**src/rtl/ro_char_seq.sv**
```systemverilog
// Ring-oscillator characterization sequencer: enables one oscillator, settles,
// then counts synchronized rising edges of its divided output over a gate window.
module ro_char_seq #(
   parameter int unsigned N_RO       = 6,
   parameter int unsigned SEL_W      = 3,
   parameter int unsigned CNT_W      = 20,
   parameter int unsigned GATE_W     = 16,
   parameter int unsigned SETTLE_CYC = 16
) (
   input  logic              CLK,
   input  logic              RST,
   input  logic              START,
   input  logic [SEL_W-1:0]  SEL,
   input  logic [GATE_W-1:0] GATE_LEN,
   input  logic [N_RO-1:0]   RO_IN,
   output logic [N_RO-1:0]   RO_EN,
   output logic              BUSY,
   output logic              DONE,
   output logic [CNT_W-1:0]  COUNT,
   output logic              OVF,
   output logic              ERR
);

   localparam int unsigned SET_W = $clog2(SETTLE_CYC) + 1;
   localparam int unsigned TMR_W = (GATE_W > SET_W) ? GATE_W : SET_W;
   localparam logic [SEL_W:0] N_RO_V = (SEL_W+1)'(N_RO);

   typedef enum logic [1:0] {IDLE, SETTLE, GATE, REPORT} state_t;

   state_t              state;
   logic [SEL_W-1:0]    sel_q;
   logic [GATE_W-1:0]   gate_q;
   logic [TMR_W-1:0]    tmr;
   logic                s1, s2, s3;
   logic                ro_mux_c;
   logic [N_RO-1:0]     onehot_c;
   logic                ro_edge_c;
   logic                start_ok_c;

   // Select the oscillator ahead of the synchronizer; sel_q is static during a run.
   always_comb begin
      ro_mux_c = 1'b0;
      onehot_c = '0;
      for (int unsigned i = 0; i < N_RO; i++) begin
         if (sel_q == SEL_W'(i)) begin
            ro_mux_c    = RO_IN[i];
            onehot_c[i] = 1'b1;
         end
      end
   end

   assign ro_edge_c  = s2 & ~s3;
   assign start_ok_c = ({1'b0, SEL} < N_RO_V) && (GATE_LEN != '0);

   // RO_EN/BUSY/DONE are registered from the state, so they trail it by one cycle.
   always_ff @(posedge CLK) begin
      if (RST) begin
         state  <= IDLE;
         sel_q  <= '0;
         gate_q <= '0;
         tmr    <= '0;
         s1     <= 1'b0;
         s2     <= 1'b0;
         s3     <= 1'b0;
         RO_EN  <= '0;
         BUSY   <= 1'b0;
         DONE   <= 1'b0;
         COUNT  <= '0;
         OVF    <= 1'b0;
         ERR    <= 1'b0;
      end else begin
         s1    <= ro_mux_c;
         s2    <= s1;
         s3    <= s2;
         RO_EN <= (state == SETTLE || state == GATE) ? onehot_c : '0;
         BUSY  <= (state != IDLE);
         DONE  <= (state == REPORT);

         case (state)
            IDLE: begin
               if (START) begin
                  COUNT <= '0;
                  OVF   <= 1'b0;
                  if (start_ok_c) begin
                     sel_q  <= SEL;
                     gate_q <= GATE_LEN;
                     ERR    <= 1'b0;
                     tmr    <= TMR_W'(SETTLE_CYC - 1);
                     state  <= SETTLE;
                  end else begin
                     ERR    <= 1'b1;
                     state  <= REPORT;
                  end
               end
            end
            SETTLE: begin
               if (tmr == '0) begin
                  tmr   <= TMR_W'(gate_q - GATE_W'(1));
                  state <= GATE;
               end else begin
                  tmr <= tmr - TMR_W'(1);
               end
            end
            GATE: begin
               if (ro_edge_c) begin
                  if (&COUNT) OVF <= 1'b1;
                  else        COUNT <= COUNT + CNT_W'(1);
               end
               if (tmr == '0) state <= REPORT;
               else           tmr   <= tmr - TMR_W'(1);
            end
            REPORT: state <= IDLE;
            default: state <= IDLE;
         endcase
      end
   end

endmodule

```
**config.mk**
```make
export PLATFORM = sky130hd
export DESIGN_NAME = ro_char_seq
export DESIGN_NICKNAME = d
export VERILOG_FILES = /design/src/rtl/ro_char_seq.sv
export SDC_FILE = /design/constraint.sdc
export NUM_CORES = 1
export LEC_CHECK = 0
export ABC_AREA = 1
export CORE_MARGIN = 1.5
export CORE_UTILIZATION = 40
export CTS_CLUSTER_DIAMETER = 100
export DETAILED_ROUTE_END_ITERATION = 8
export PLACE_DENSITY = 0.71
export SYNTH_ARGS = -nofsm -noshare
export SYNTH_HDL_FRONTEND = slang
export SYNTH_SLANG_ARGS = --single-unit
```
**constraint.sdc**
```tcl
create_clock -name CLK -period 1.7 [get_ports CLK]
set_input_delay 0.34 -clock CLK [delete_from_list [all_inputs] [get_ports CLK]]
set_output_delay 0.34 -clock CLK [all_outputs]
set_load 0.1 [all_outputs]
```
# Word level (Yosys, flattened, before mapping)
# Cells that the tools add are included.
dict set report word_totals {
  input_bits 28
  output_inout_bits 30
  ff_bits 70
  elab_cells 84
}
dict set report op_classes {
  n_reduce_logical 17
  n_mux 31
  n_bitwise 3
  magnitude_cmp 1
  n_eq_ne 16
  n_addsub 3
}
# operator n
set ops {}
lappend ops {{$mux 16} 4}
lappend ops {{$mux 20} 3}
lappend ops {{$pmux 16 s3} 1}
lappend ops {{$pmux 20 s2} 1}
lappend ops {{$sub 16x1->16 const B} 2}
lappend ops {{$add 20x1->20 const B} 1}
lappend ops {{$reduce_and 20->1} 1}
lappend ops {{$logic_not 16->1} 1}
lappend ops {{$mux 1} 16}
lappend ops {{$reduce_bool 16->1} 1}
lappend ops {{$reduce_and 4->1} 3}
lappend ops {{$ne 2x2->1 const B} 5}
lappend ops {{$mux 2} 4}
lappend ops {{$pmux 2 s4} 1}
lappend ops {{$eq 3x2->1 const B} 2}
lappend ops {{$eq 3x3->1 const B} 2}
lappend ops {{$ne 2x1->1 const B} 3}
lappend ops {{$reduce_and 3->1} 2}
lappend ops {{$eq 2x2->1 const B} 2}
lappend ops {{$reduce_bool 2->1} 2}
lappend ops {{$eq 3x1->1 const B} 1}
lappend ops {{$logic_not 3->1} 1}
lappend ops {{$lt 3x3->1 const B} 1}
lappend ops {{$reduce_bool 3->1} 1}
lappend ops {{9 further kinds} 10}

# Longest topological paths before layout
dict set report logic_depth {
  word_depth 7
  depth_mapped 13
}

# Worst setup path before layout
# Ideal clock, no wire load.
dict set report synth_path {
  kind {register to register}
  startpoint {reg COUNT[0]}
  endpoint {reg COUNT[7]}
  path_buffers 2
  arrival_time_ps 2279
  setup_time_ps 69
  path_stages_with_launch 12
  path_slack_ps -647
  path_cell_list {dfxtp_1 ha_1 inv_1 nor2_2 nand3_2 clkinv_2 nand3_2 nand2_2 buf_6 buf_12 nand2_1 a21oi_2}
}
dict set report synth_via {
  elab_chain_cells 4
  word_cells_on_any_way 7
}
# element line_no
set synth_lines {}
lappend synth_lines {{start, declared} 19} ;# output logic [CNT_W-1:0] COUNT,
lappend synth_lines {{start signal, assigned} 107} ;# else COUNT <= COUNT + CNT_W'(1);
lappend synth_lines {{$add 20x1->20} 107}
lappend synth_lines {{$mux 20} 106} ;# if (&COUNT) OVF <= 1'b1;
lappend synth_lines {{$mux 20} 105} ;# if (ro_edge_c) begin
lappend synth_lines {{$pmux 20 s2} 79} ;# case (state)
# Several ways; a longest one is shown, not always the timed one. The select of a mux whose other input is x is not followed.
# A chain may end at the register's enable or synchronous reset.

# Final worst setup path
dict set report layout_path {
  startpoint {reg state[0]}
  endpoint {reg COUNT[15]}
}
dict set report layout_via {
  elab_chain_cells 3
  word_cells_on_any_way 8
}
# element line_no
set layout_lines {}
lappend layout_lines {{start, declared} 30} ;# state_t state;
lappend layout_lines {{start signal, assigned} 58} ;# state <= IDLE;
lappend layout_lines {{start signal, assigned} 89} ;# state <= SETTLE;
lappend layout_lines {{start signal, assigned} 92} ;# state <= REPORT;
lappend layout_lines {{$eq 2x2->1 / $logic_not 2->1 (equally long branches)} 79}
lappend layout_lines {{$ne 2x2->1 (no source line) / $reduce_bool 2->1 (equally long branches)} -}
lappend layout_lines {{$reduce_and 4->1 (no source line)} -}
# Several ways; a longest one is shown, not always the timed one.

==> qor_table.md <==
| Quantity | This run | Unit |
|:---|:---|:---|
| Syn Std Cell Area | 4140 | um2 |
| CTS buffer count | 9 | - |
| CP cell instances | inv_2, ha_2, inv_2, nand2_1, and3_4, nand2_8, buf_12, nor3_1, nor3b_2 | - |
| Total Routed Length | 11.8 | mm |
| Post-Syn Nets | 672 | - |
| Clock transition at the registers of the reported paths | 80 | ps |
| Post-layout minimum cycle time | 1630 | ps |
| Count of warnings emitted by yosys | 0 | - |
| Maximum operating frequency | 615 | MHz |
| # setup viols final | 0 | - |
| Net total in the final layout | 763 | - |
| Final number of hold-violating endpoints | 0 | - |
| Post-synth ARST share | 0 | % |
| Kind of start point of the critical path | register | - |
| Antenna violation net count after detailed routing | 0 | - |
| Largest fanout on the critical path | 10 | - |
| Hold Path Class | reg -> reg | - |
| Global-route usage over all layers | 21.4 | % |
| Crit Path Class | reg -> reg | - |
| Drc violations | 0 | - |
| Cells after DPL | 841 | - |
| Cell count after synthesis | 636 | - |
| I/O Buffers | 57 | - |
| Area of the core | 9910 | um2 |
| Proportion of layout cells with a drive suffix above 1 | 25.3 | % |
| VDD IR max | 1.03 | mV |
| Site Rows | 36 | - |
| Area delta synth->final | 43.6 | % |
| Share of the clock period used by the worst path after layout | 95.7 | % |
| Part of the Yosys area used for sequential elements | 33.9 | % |
| Maximum number of pins on one net before global-route repair | 25 | - |
| Total power divided by cell area | 1640 | nW/um2 |
| Seq cells post-synth | 70 | - |
| Category of the worst setup path capture point | register | - |
| Transition at the pin with the smallest max-transition slack | 343 | ps |
| Setup Total Neg Slack | 0 | ps |
| Effective utilization at floorplan | 41.8 | % |
| Cell occurring most often along the worst timing path | inv_2 | - |
| Slew Viols, Final | 0 | - |
| Die area | 11000 | um2 |
| Number of vias after detailed routing | 4404 | - |
| Post-detailed-route wirelength per cell | 13.7 | um |
| DP Wirelength | 8.45 | mm |
| Antenna cell count | 0 | - |
| First-pass DRT Iterations | 5 | - |
| Distinct cell type count of the synthesized netlist | 40 | - |
| Final clock skew | 8.45 | ps |
| Critical path's slowest cell | dfxtp_2 | - |
| First-pass GRT wire length | 19.4 | mm |
| Deepest level of the CTS H-tree | 3 | - |
| Max incr delay on CP | 340 | ps |
| Final global-route overflow total | 0 | - |
| Clock insertion delay at the later pin of the skew report | 360 | ps |
| Die Span Y | 105 | um |
| Max-capacitance violation count | 0 | - |
| Number of sinks on the clock net | 70 | - |
| Root buffer selected by CTS | clkbuf_8 | - |
| Placed standard-cell area | 5410 | um2 |
| Placer's final routability congestion estimate | 0.906 | - |
| Drt initial violations | 279 | - |
| Post-route standard cell area excluding fillers | 5940 | um2 |
| Result of the run | finished clean | - |
| Top FF cell, synth | dfxtp_1 | - |
| Crit path arrival time | 1880 | ps |
| Antenna violations before repair | 0 | - |
| Clock tree from TritonCTS | done | - |
| Number of vias per cell | 5.09 | - |
| Headroom to the max-slew limit | 76.9 | % |
| Synthesized area per cell | 6.51 | um2 |
| Die outline width | 105 | um |
| EDFF count, synth | 0 | - |
| Boundary Pins | 58 | - |
| Bufs on Longest Clock Path | 2 | - |
| Leakage power figure | 2.40 | nW |
| Final Non-Filler Cells | 865 | - |
| Via count of the first global-routing pass | 4174 | - |
| Req. time, crit path | 1950 | ps |
## worst max-delay path: cells and delay by family, from the launching register on
family / cells / cell delay [ps]
simple gates: 5 / 670
flops: 1 / 340
buf+inv: 3 / 290
fa+ha+maj: 1 / 220
## path summary, 6_finish.rpt
| path | slack [ps] | start | cells past startpoint | to |
|---|---|---|---|---|
| max | 70 | state[0] | 9 | COUNT[15] |
| min | 410 | s1 | 2 | s2 |
| max reg2reg | 70 | state[0] | 9 | COUNT[15] |
| min reg2reg | 410 | s1 | 2 | s2 |
## sequential cells by signal, indices dropped and copies added, names as in the netlist
register / count
s3: 1
s2: 1
state: 2
gate_q: 16
DONE: 1
OVF: 1
BUSY: 1
s1: 1
RO_EN: 6
ERR: 1
sel_q: 3
COUNT: 20
tmr: 16
## layer usage
metal | global-route usage [%] | part of all wire, %
met3 | 4.05 | 6.1
met1 | 28.7 | 46
met2 | 34.6 | 47
met4 | 7.05 | 1.5
met5 | 0 | 0
## synth_stat cells, types with 2 or more instances
cell type / n / area, um2
nand2_1: 149 / 559
nor2_1: 94 / 353
inv_1: 73 / 274
dfxtp_1: 70 / 1400
a21oi_1: 47 / 235
o21ai_0: 39 / 195
nand3_1: 35 / 175
xor2_1: 16 / 140
nand4_1: 12 / 75.1
clkbuf_1: 11 / 41.3
nand2_2: 11 / 68.8
nor3_1: 10 / 50.1
ha_1: 8 / 100
nor2_2: 6 / 37.5
a21oi_2: 5 / 43.8
inv_2: 4 / 15.0
o21a_1: 4 / 30.0
o21ai_1: 4 / 20.0
and3_1: 3 / 18.8
buf_6: 3 / 33.8
nand3_2: 3 / 30.0
o211ai_1: 3 / 22.5
o22ai_1: 3 / 18.8
a211oi_2: 2 / 25.0
a31oi_1: 2 / 12.5
nand3b_1: 2 / 15.0
nor4_1: 2 / 12.5
or2_2: 2 / 12.5
xnor2_1: 2 / 17.5
## layout by cell type, fill, tap and decap left out, types with 3 or more instances in the layout
master and n:
inv_2 8, o21ai_0 35, nor2_4 8, o21a_1 4, dfxtp_2 11, xor2_1 16, a21oi_2 5, nor3_1 7
buf_4 32, dfxtp_4 12, nand2_2 13, ha_4 4, nor2_1 79, inv_1 66, inv_4 4, a21oi_1 47
clkbuf_8 9, o21ai_1 8, nand4_1 12, clkdlybuf4s50_1 27, nor2_2 14, buf_12 33, ha_1 3, nand3_2 4
dfxtp_1 47, o211ai_1 3, nor3_2 4, nand2_1 146, nand3_1 33
## per-stage QoR
stage | hold slack [ps] | util [%] | total power (W) | setup WS, ps
floorplan | 388 | - | 0.00572 | 5.93
global placement | 402 | 54.6 | 0.00708 | -203
detailed placement | 401 | 54.6 | 0.00717 | -257
CTS | 412 | 57.5 | 0.00900 | 8.41
global route | 426 | 60.0 | 0.0104 | -36.9
finish | 409 | 60.0 | 0.00978 | 72.7
## kinds of logic (layout without fill, tap and decap cells)
family | after synthesis | in the layout | synth area share, %
AOI/OAI and AO/OA | 111 | 111 | 15.0
buffers and inverters | 94 | 189 | 9.52
DFF | 70 | 70 | 33.9
and+or+nand+nor | 335 | 336 | 35.4
adders and majority gates | 8 | 8 | 2.42
xor gates and xnor gates | 18 | 18 | 3.81
## layout make-up
| cell class | count | area, um2 |
|---|---|---|
| Fill cell | 889 | 3970 |
| Inverter | 78 | 305 |
| Timing Repair Buffer | 93 | 1200 |
| Clock inverter | 6 | 91.3 |
| Clock buffer | 10 | 149 |
| Tap cell | 133 | 166 |
| Sequential cell | 70 | 1460 |
| Multi-Input combinational cell | 473 | 2560 |
| Timing Repair inverter | 2 | 13.8 |
## report_power, final
group	switching, W	total (W)	internal [W]
Sequential	0.000254	0.00217	0.00192
Combinational	0.00369	0.00597	0.00228
Clock	0.000711	0.00163	0.000923
## repair_timing
| action | 4_1_cts | 5_1_grt |
|---|---|---|
| gates cloned | 1 | 3 |
| pin swaps | 0 | 10 |
| gates resized for setup | 13 | 53 |
| endpoints found under the hold margin | 0 | 0 |
| endpoints found under the setup margin | 23 | 39 |
| hold buffers | 0 | 0 |
| buffers inserted | 0 | 4 |
No activity file was read; power rests on OpenSTA's default activity.
